[src/rtl/game_over_overlay.sv]
// Game-over text overlay: windows the raster, addresses the text ROM and merges its bit over the background.
// Optional macro GAME_OVER_SCALE2X_EN doubles the window so each ROM bit covers 2x2 pixels.
module game_over_overlay #(
  parameter int          POS_X        = 228,
  parameter int          POS_Y        = 228,
  parameter int          IMG_W        = 184,
  parameter int          IMG_H        = 23,
  parameter int          BLINK_FRAMES = 30,
  parameter logic [11:0] FG_RGB       = 12'hF00
) (
  input  logic        clock_25,
  input  logic        reset,
  input  logic [9:0]  h_count,
  input  logic [9:0]  v_count,
  input  logic        video_on,
  input  logic        frame_start,
  input  logic [11:0] bg_rgb,
  input  logic        game_over,
  input  logic        restart,
  output logic [7:0]  x_count,
  output logic [4:0]  y_count,
  input  logic        data_game_over,
  output logic [11:0] rgb_out,
  output logic        overlay_active
);

`ifdef GAME_OVER_SCALE2X_EN
  localparam int SCALE_SHIFT = 1;
`else
  localparam int SCALE_SHIFT = 0;
`endif

  // 11-bit window bounds so POS+size cannot wrap against the 10-bit raster counters
  localparam logic [10:0] X_LO = 11'(POS_X);
  localparam logic [10:0] X_HI = 11'(POS_X + (IMG_W << SCALE_SHIFT));
  localparam logic [10:0] Y_LO = 11'(POS_Y);
  localparam logic [10:0] Y_HI = 11'(POS_Y + (IMG_H << SCALE_SHIFT));

  localparam int                CNT_W      = (BLINK_FRAMES > 1) ? $clog2(BLINK_FRAMES) : 1;
  localparam logic [CNT_W-1:0]  BLINK_LAST = CNT_W'(BLINK_FRAMES - 1);

  typedef enum logic [1:0] {IDLE, PENDING, SHOW_ON, SHOW_OFF} state_t;

  state_t           state_q, state_d;
  logic [CNT_W-1:0] blink_q, blink_d;

  logic [10:0] h_ext, v_ext, h_off, v_off;
  logic        h_hit, v_hit;
  logic [7:0]  col_idx;
  logic [4:0]  row_idx;
  logic        in_win_d1, video_on_d1;
  logic [11:0] bg_d1;
  logic        visible;

  assign h_ext   = {1'b0, h_count};
  assign v_ext   = {1'b0, v_count};
  assign h_off   = h_ext - X_LO;
  assign v_off   = v_ext - Y_LO;
  assign h_hit   = (h_ext >= X_LO) && (h_ext < X_HI);
  assign v_hit   = (v_ext >= Y_LO) && (v_ext < Y_HI);
  assign col_idx = 8'(h_off >> SCALE_SHIFT);
  assign row_idx = 5'(v_off >> SCALE_SHIFT);
  assign visible = (state_q == SHOW_ON);

  // NOTE: every variable driven here gets a default first, otherwise paths that skip an assignment infer latches.
  always_comb begin
    state_d = state_q;
    blink_d = blink_q;
    if (restart) begin
      state_d = IDLE;
      blink_d = '0;
    end else begin
      unique case (state_q)
        IDLE:    if (game_over) state_d = PENDING;
        PENDING: if (frame_start) begin
          state_d = SHOW_ON;
          blink_d = '0;
        end
        SHOW_ON, SHOW_OFF: if (frame_start) begin
          if (blink_q == BLINK_LAST) begin
            blink_d = '0;
            state_d = (state_q == SHOW_ON) ? SHOW_OFF : SHOW_ON;
          end else begin
            blink_d = blink_q + 1'b1;
          end
        end
        default: state_d = IDLE;
      endcase
    end
  end

  // NOTE: state registers use non-blocking assignments so every flop samples pre-edge values regardless of statement order.
  always_ff @(posedge clock_25) begin
    if (reset) begin
      state_q        <= IDLE;
      blink_q        <= '0;
      x_count        <= '0;
      y_count        <= '0;
      in_win_d1      <= 1'b0;
      video_on_d1    <= 1'b0;
      bg_d1          <= '0;
      rgb_out        <= '0;
      overlay_active <= 1'b0;
    end else begin
      state_q        <= state_d;
      blink_q        <= blink_d;
      overlay_active <= (state_d == SHOW_ON) || (state_d == SHOW_OFF);

      // Row index is latched once per line so the ROM row is settled before the window opens
      if (h_count == 10'd0) y_count <= v_hit ? row_idx : 5'd0;

      x_count     <= h_hit ? col_idx : 8'd0;
      in_win_d1   <= h_hit && v_hit;
      video_on_d1 <= video_on;
      bg_d1       <= bg_rgb;

      if (!video_on_d1)                             rgb_out <= '0;
      else if (in_win_d1 && visible && data_game_over) rgb_out <= FG_RGB;
      else                                          rgb_out <= bg_d1;
    end
  end

endmodule

[config.mk]
export PLATFORM = sky130hd
export DESIGN_NAME = game_over_overlay
export DESIGN_NICKNAME = d
export VERILOG_FILES = /design/src/rtl/game_over_overlay.sv
export SDC_FILE = /design/constraint.sdc
export NUM_CORES = 1
export LEC_CHECK = 0
export CAP_MARGIN = 20
export CORE_MARGIN = 2
export CORE_UTILIZATION = 47
export CTS_CLUSTER_SIZE = 40
export DETAILED_ROUTE_END_ITERATION = 16
export GPL_ROUTABILITY_DRIVEN = 0
export PLACE_DENSITY = 0.79
export SYNTH_ARGS = -nofsm -noshare
export SYNTH_HDL_FRONTEND = slang
export SYNTH_SLANG_ARGS = --single-unit
export TNS_END_PERCENT = 1
[constraint.sdc]
create_clock -name clock_25 -period 3.52 [get_ports clock_25]
set_input_delay 0.352 -clock clock_25 [delete_from_list [all_inputs] [get_ports clock_25]]
set_output_delay 0.352 -clock clock_25 [all_outputs]
set_load 0.01 [all_outputs]
# --- After elaboration in Yosys (flattened, before gate mapping) ---
# Index checks and enable logic that the tools add are counted.
classes:
  add_sub_neg: 3
  order_cmp: 4
  eq_ne: 8
  n_mux: 13
  n_bitwise: 2
  n_reduce_logical: 15
ops:
  columns: ["cell", "count"]
  rows:
  - [">= comparator 10 x 8 -> 1 bit (second input constant)", 2]
  - ["two-way mux 5 bit", 4]
  - ["two-way mux 12 bit", 1]
  - ["zero test 10 bit", 1]
  - ["< comparator 10 x 8 -> 1 bit (second input constant)", 1]
  - ["< comparator 10 x 9 -> 1 bit (second input constant)", 1]
  - ["two-way mux 2 bit", 5]
  - ["case mux 5 bit (2 select lines)", 1]
  - ["equality test 2 bit (second input constant)", 4]
  - ["OR reduction 2 bit", 4]
  - ["subtractor 8 bit (second input constant)", 1]
  - ["case mux 2 bit (3 select lines)", 1]
  - ["adder 5 x 1 -> 5 bit (second input constant)", 1]
  - ["equality test 5 bit (second input constant)", 1]
  - ["logical AND 1 bit", 5]
  - ["subtractor 5 x 3 -> 5 bit (second input constant)", 1]
  - ["inequality test 2 bit (second input constant)", 2]
  - ["AND reduction 3 bit", 1]
  - ["OR reduction 3 bit", 1]
  - ["equality test 2 x 1 -> 1 bit (second input constant)", 1]
  - ["zero test 2 bit", 1]
  - ["NOT 1 bit", 2]
  - ["nonzero test 2 bit", 1]
  - ["logical OR 1 bit", 1]
  - ["two-way mux 1 bit", 1]
totals:
  reg_bits: 47
  output_inout_bits: 26
  wordCells: 55

# --- Depth between registers and ports, before layout ---
depth:
  depth_word: 8
  ltp_mapped: 6

# --- Least setup slack after synthesis ---
# Ideal clock, no wire load.
synth_timing:
  path_type: "input to register"
  from: "input port h_count[2]"
  to: "register x_count[4]"
  setup_time_ps: 67
  arrival_ps: 1419
  required_ps: 3453
  path_slack_ps: 2034
  stages: 5
  n_path_buf: 0
  cell_sequence: "ha_1 > a211o_1 > a311oi_2 > o21ai_4 > a21oi_2"
synth_via:
  elab_chain_len: 4
  elab_cells_between_ends: 6
  cone_classes: "add/sub (1); order compare (2); bitwise (1); reduce/logical (2)"
synth_rtl:
  columns: ["element", "line_no", "rtl"]
  rows:
  - ["start, declared", "13", "input logic [9:0] h_count,"]
  - [">= comparator 10 x 8 -> 1 bit or < comparator 10 x 9 -> 1 bit (tied branches)", "59", "assign h_hit = (h_ext >= X_LO) && (h_ext < X_HI);"]
  - ["logical AND 1 bit", "59", null]
  - ["NOT 1 bit (no source line)", null, null]
  - ["OR reduction 2 bit (no source line)", null, null]
  - ["end signal, assigned", "112", "x_count <= h_hit ? col_idx : 8'd0;"]
  - ["end, declared", "20", "output logic [7:0] x_count,"]
# Several ways; a longest one is shown, not always the timed one.
# A chain may end at the register's enable or synchronous reset.

# --- Worst setup path after layout ---
layout_timing:
  from: "input port v_count[2]"
  to: "register y_count[1]"
layout_via:
  elab_chain_len: 3
  elab_cells_between_ends: 4
  cone_classes: "order compare (2); mux (1); reduce/logical (1)"
layout_rtl:
  columns: ["element", "line_no", "rtl"]
  rows:
  - ["start, declared", "14", "input logic [9:0] v_count,"]
  - [">= comparator 10 x 8 -> 1 bit or < comparator 10 x 8 -> 1 bit (tied branches)", "60", "assign v_hit = (v_ext >= Y_LO) && (v_ext < Y_HI);"]
  - ["logical AND 1 bit (*)", "60", null]
  - ["two-way mux 5 bit (*)", "110", "if (h_count == 10'd0) y_count <= v_hit ? row_idx : 5'd0;"]
  - ["end signal, assigned", "110", null]
  - ["end, declared", "21", "output logic [4:0] y_count,"]
# Mark *: on every way between the ends. The rest lies on a longest branch, timed or not.

==> impl_metrics.sql <==
INSERT INTO impl_metrics (metric_group, metric, value, unit) VALUES
('outcome', 'run_status', 'completed', ''),
('layout', 'final_core_util', '71.5', '%'),
('critical_path', 'critPathArrivalTime', '1.99', 'ns'),
('routing', 'drc_errors', '0', ''),
('power', 'peakVddDrop', '0.195', 'mV'),
('place', 'io_buffers', '64', ''),
('timing', 'worst_setup_margin', '1.71', 'ns'),
('layout', 'diodes', '0', ''),
('routing', 'detail_route.vias_per_cell', '4.82', ''),
('synth', 'mappedNetlistNets', '218', ''),
('timing', 'clock_skew', '0.00882', 'ns'),
('die', 'die-height', '66.3', 'µm'),
('synth', 'synth-async-reset-ratio', '0', '%'),
('clock_tree', 'tritoncts', 'yes', ''),
('clock_tree', 'cts_sinks', '47', ''),
('grt', 'grt_overflow', '0', ''),
('clock_tree', 'cts.hold.buffers_added', '0', ''),
('power', 'power_frac_seq', '51.9', '%'),
('power', 'swShare', '20.5', '%'),
('timing', 'max-slew-margin-rel', '55.0', '%'),
('timing', 'rsz_0062_raised_after_global_routing', 'false', ''),
('layout', 'multi_input_area', '833', 'µm²'),
('layout', 'final_nets', '287', ''),
('die', 'initial_cell_density_of_the_core', '49.4', '%'),
('timing', 'tns', '0', 'ns'),
('timing', 'final_period_minus_worst_setup_slack', '1.81', 'ns'),
('grt', 'grt_antenna_before_repair', '0', ''),
('place', 'detailedPlace.worstSlack', '1.41', 'ns'),
('critical_path', 'critical_path.startpoint_type', 'primary input', ''),
('layout', 'area_growth_syn_to_layout', '44.7', '%'),
('synth', 'dominantRegCellSynth', 'dfxtp_1', ''),
('die', 'die_w', '66.3', 'µm'),
('power', 'p_int', '844', 'µW'),
('clock_tree', 'postCtsSetupBuffers', '0', ''),
('critical_path', 'worst_setup_path_end_kind', 'register', ''),
('timing', 'hold_viol', '0', ''),
('grt', 'grt_usage', '18.0', '%'),
('critical_path', 'critPathKind', 'primary input to register', ''),
('routing', 'route.final.wire_length', '3450', 'µm'),
('power', 'power', '1.06', 'mW'),
('layout', 'regArea', '941', 'µm²'),
('grt', 'grt_pass1_wl', '5820', 'µm'),
('power', 'pwr_density_cell', '402', 'nW/µm²'),
('timing', 'finalSetupViolCount', '0', ''),
('grt', 'grt_pass1_vias', '1385', ''),
('routing', 'number_of_optimization_iterations_in_the_first_detailed_route_pass', '4', ''),
('die', 'die_area', '4390', 'µm²'),
('routing', 'antenna_violating_nets_post_route', '0', ''),
('clock_tree', 'cts.htree.levels', '2', ''),
('synth', 'synth.cell_area', '1820', 'µm²'),
('timing', 'timing.final.crit_share', '51.3', '%'),
('synth', 'synth_seq_area_share', '51.6', '%'),
('grt', 'largest_net_degree_at_the_start_of_global_routing', '19', ''),
('timing', 'final_max_slew_viol_count', '0', ''),
('clock_tree', 'ctsLongestPathBuffers', '2', ''),
('place', 'dpl.hpwl', '2720', 'µm'),
('die', 'fp.coreArea', '3690', 'µm²'),
('timing', 'timing.fmax', '0.553', 'GHz'),
('synth', 'synth_area_leaders', 'dfxtp_1 (52%), ha_1 (6.9%), nor2b_1 (5.1%)', ''),
('synth', 'synth_area_leader_cell', 'dfxtp_1', ''),
('routing', 'first_iter_violations', '45', ''),
('clock_tree', 'post_cts_resize_count', '0', ''),
('synth', 'yosysTopAreaCellShare', '51.6', '%'),
('synth', 'syn_avg_cell_area', '10.8', 'µm²'),
('hold_path', 'min-delay-path-class', 'register to register', ''),
('power', 'comb_power_share', '11.0', '%'),
('power', 'share_clk_of_total_power', '37.2', '%'),
('flow_run', 'timing.max_cap.violations', '0', ''),
('die', 'ioPinCount', '65', ''),
('synth', 'synth.ff_latch_count', '47', ''),
('power', 'p_leak', '1.04', 'nW');
## Yosys cell counts, drive strengths merged, types with 3 or more instances
cell	number
nand2b	4
inv	10
o41ai	5
nor3	4
nor2	22
ha	10
xor2	6
nand3b	6
nand2	4
nand4	3
clkbuf	3
dfxtp	47
nor2b	15
and2	8
## critical path, stage by stage
cell,delay [ns]
clkdlybuf4s50_1,0.53
inv_1,0.08
ha_1,0.23
nor2b_1,0.15
a31oi_1,0.19
o211ai_2,0.18
o41ai_1,0.29
## path summary, 6_finish.rpt
check | start | to | slack (ns) | cells past startpoint
max | v_count[2] | y_count[1] | 1.71 | 7
min | bg_d1[0] | rgb_out[0] | 0.43 | 1
max reg2reg | blink_q[1] | blink_q[1] | 2.07 | 6
min reg2reg | bg_d1[0] | rgb_out[0] | 0.43 | 1
## per-layer routing
layer / track usage, % / share of wire [%]
met5: 0 / 0
met3: 5.62 / 6.7
met4: 9.44 / 2.2
met2: 31.4 / 50
met1: 19.2 / 41
## power by group through the flow
stage | Combinational [mW] | Clock (mW) | Sequential (mW)
after detailed placement | 0.117 | 0 | 0.563
after CTS | 0.118 | 0.409 | 0.550
after floorplan | 0.0442 | 0 | 0.565
after global placement | 0.114 | 0 | 0.562
final | 0.116 | 0.394 | 0.550
after global routing | 0.128 | 0.427 | 0.552
## flip-flops by register name, indices dropped and copies added (netlist names), 2 cells and up
| register | flops |
|---|---|
| state_q | 2 |
| x_count | 8 |
| y_count | 5 |
| blink_q | 5 |
| rgb_out | 12 |
| bg_d1 | 12 |
## through the flow
stage	instance area (µm²)	hold slack, ns	cells
floorplan	1820	0.406	169
global placement	2520	0.409	279
detailed placement	2520	0.414	279
CTS	2640	0.428	287
global route	2640	0.445	287
finish	2640	0.426	287
## layout make-up
| class | count | area share (%) |
|---|---|---|
| sequential | 47 | 35.7 |
| multi-input combinational | 109 | 31.6 |
| timing repair buffer | 65 | 24.6 |
| clock buffer | 6 | 3.13 |
| tap | 48 | 2.28 |
| inverter | 10 | 1.42 |
| clock inverter | 2 | 1.33 |
## cells by family after synthesis
kind of cell | Yosys count | synth area share [%]
compound gates | 19 | 10.3
xor+xnor | 8 | 3.84
fa+ha+maj | 10 | 6.86
buf+inv | 13 | 2.68
flops | 47 | 51.6
simple gates | 72 | 24.7
## cells in the final DEF (no fill, tap or decap), types with 2 or more instances in the layout
cell type	instances
nor3_1	4
ha_1	10
inv_1	10
nor2_1	15
nor2_2	7
and2_1	8
nand2b_1	3
nor2b_1	15
xor2_1	6
a211o_1	2
xnor2_1	2
dfxtp_1	47
o41ai_1	4
clkbuf_8	6
clkdlybuf4s50_1	64
nand2_1	4
nand3b_1	6
nand4_1	3
(Power assumes the default switching activity.)
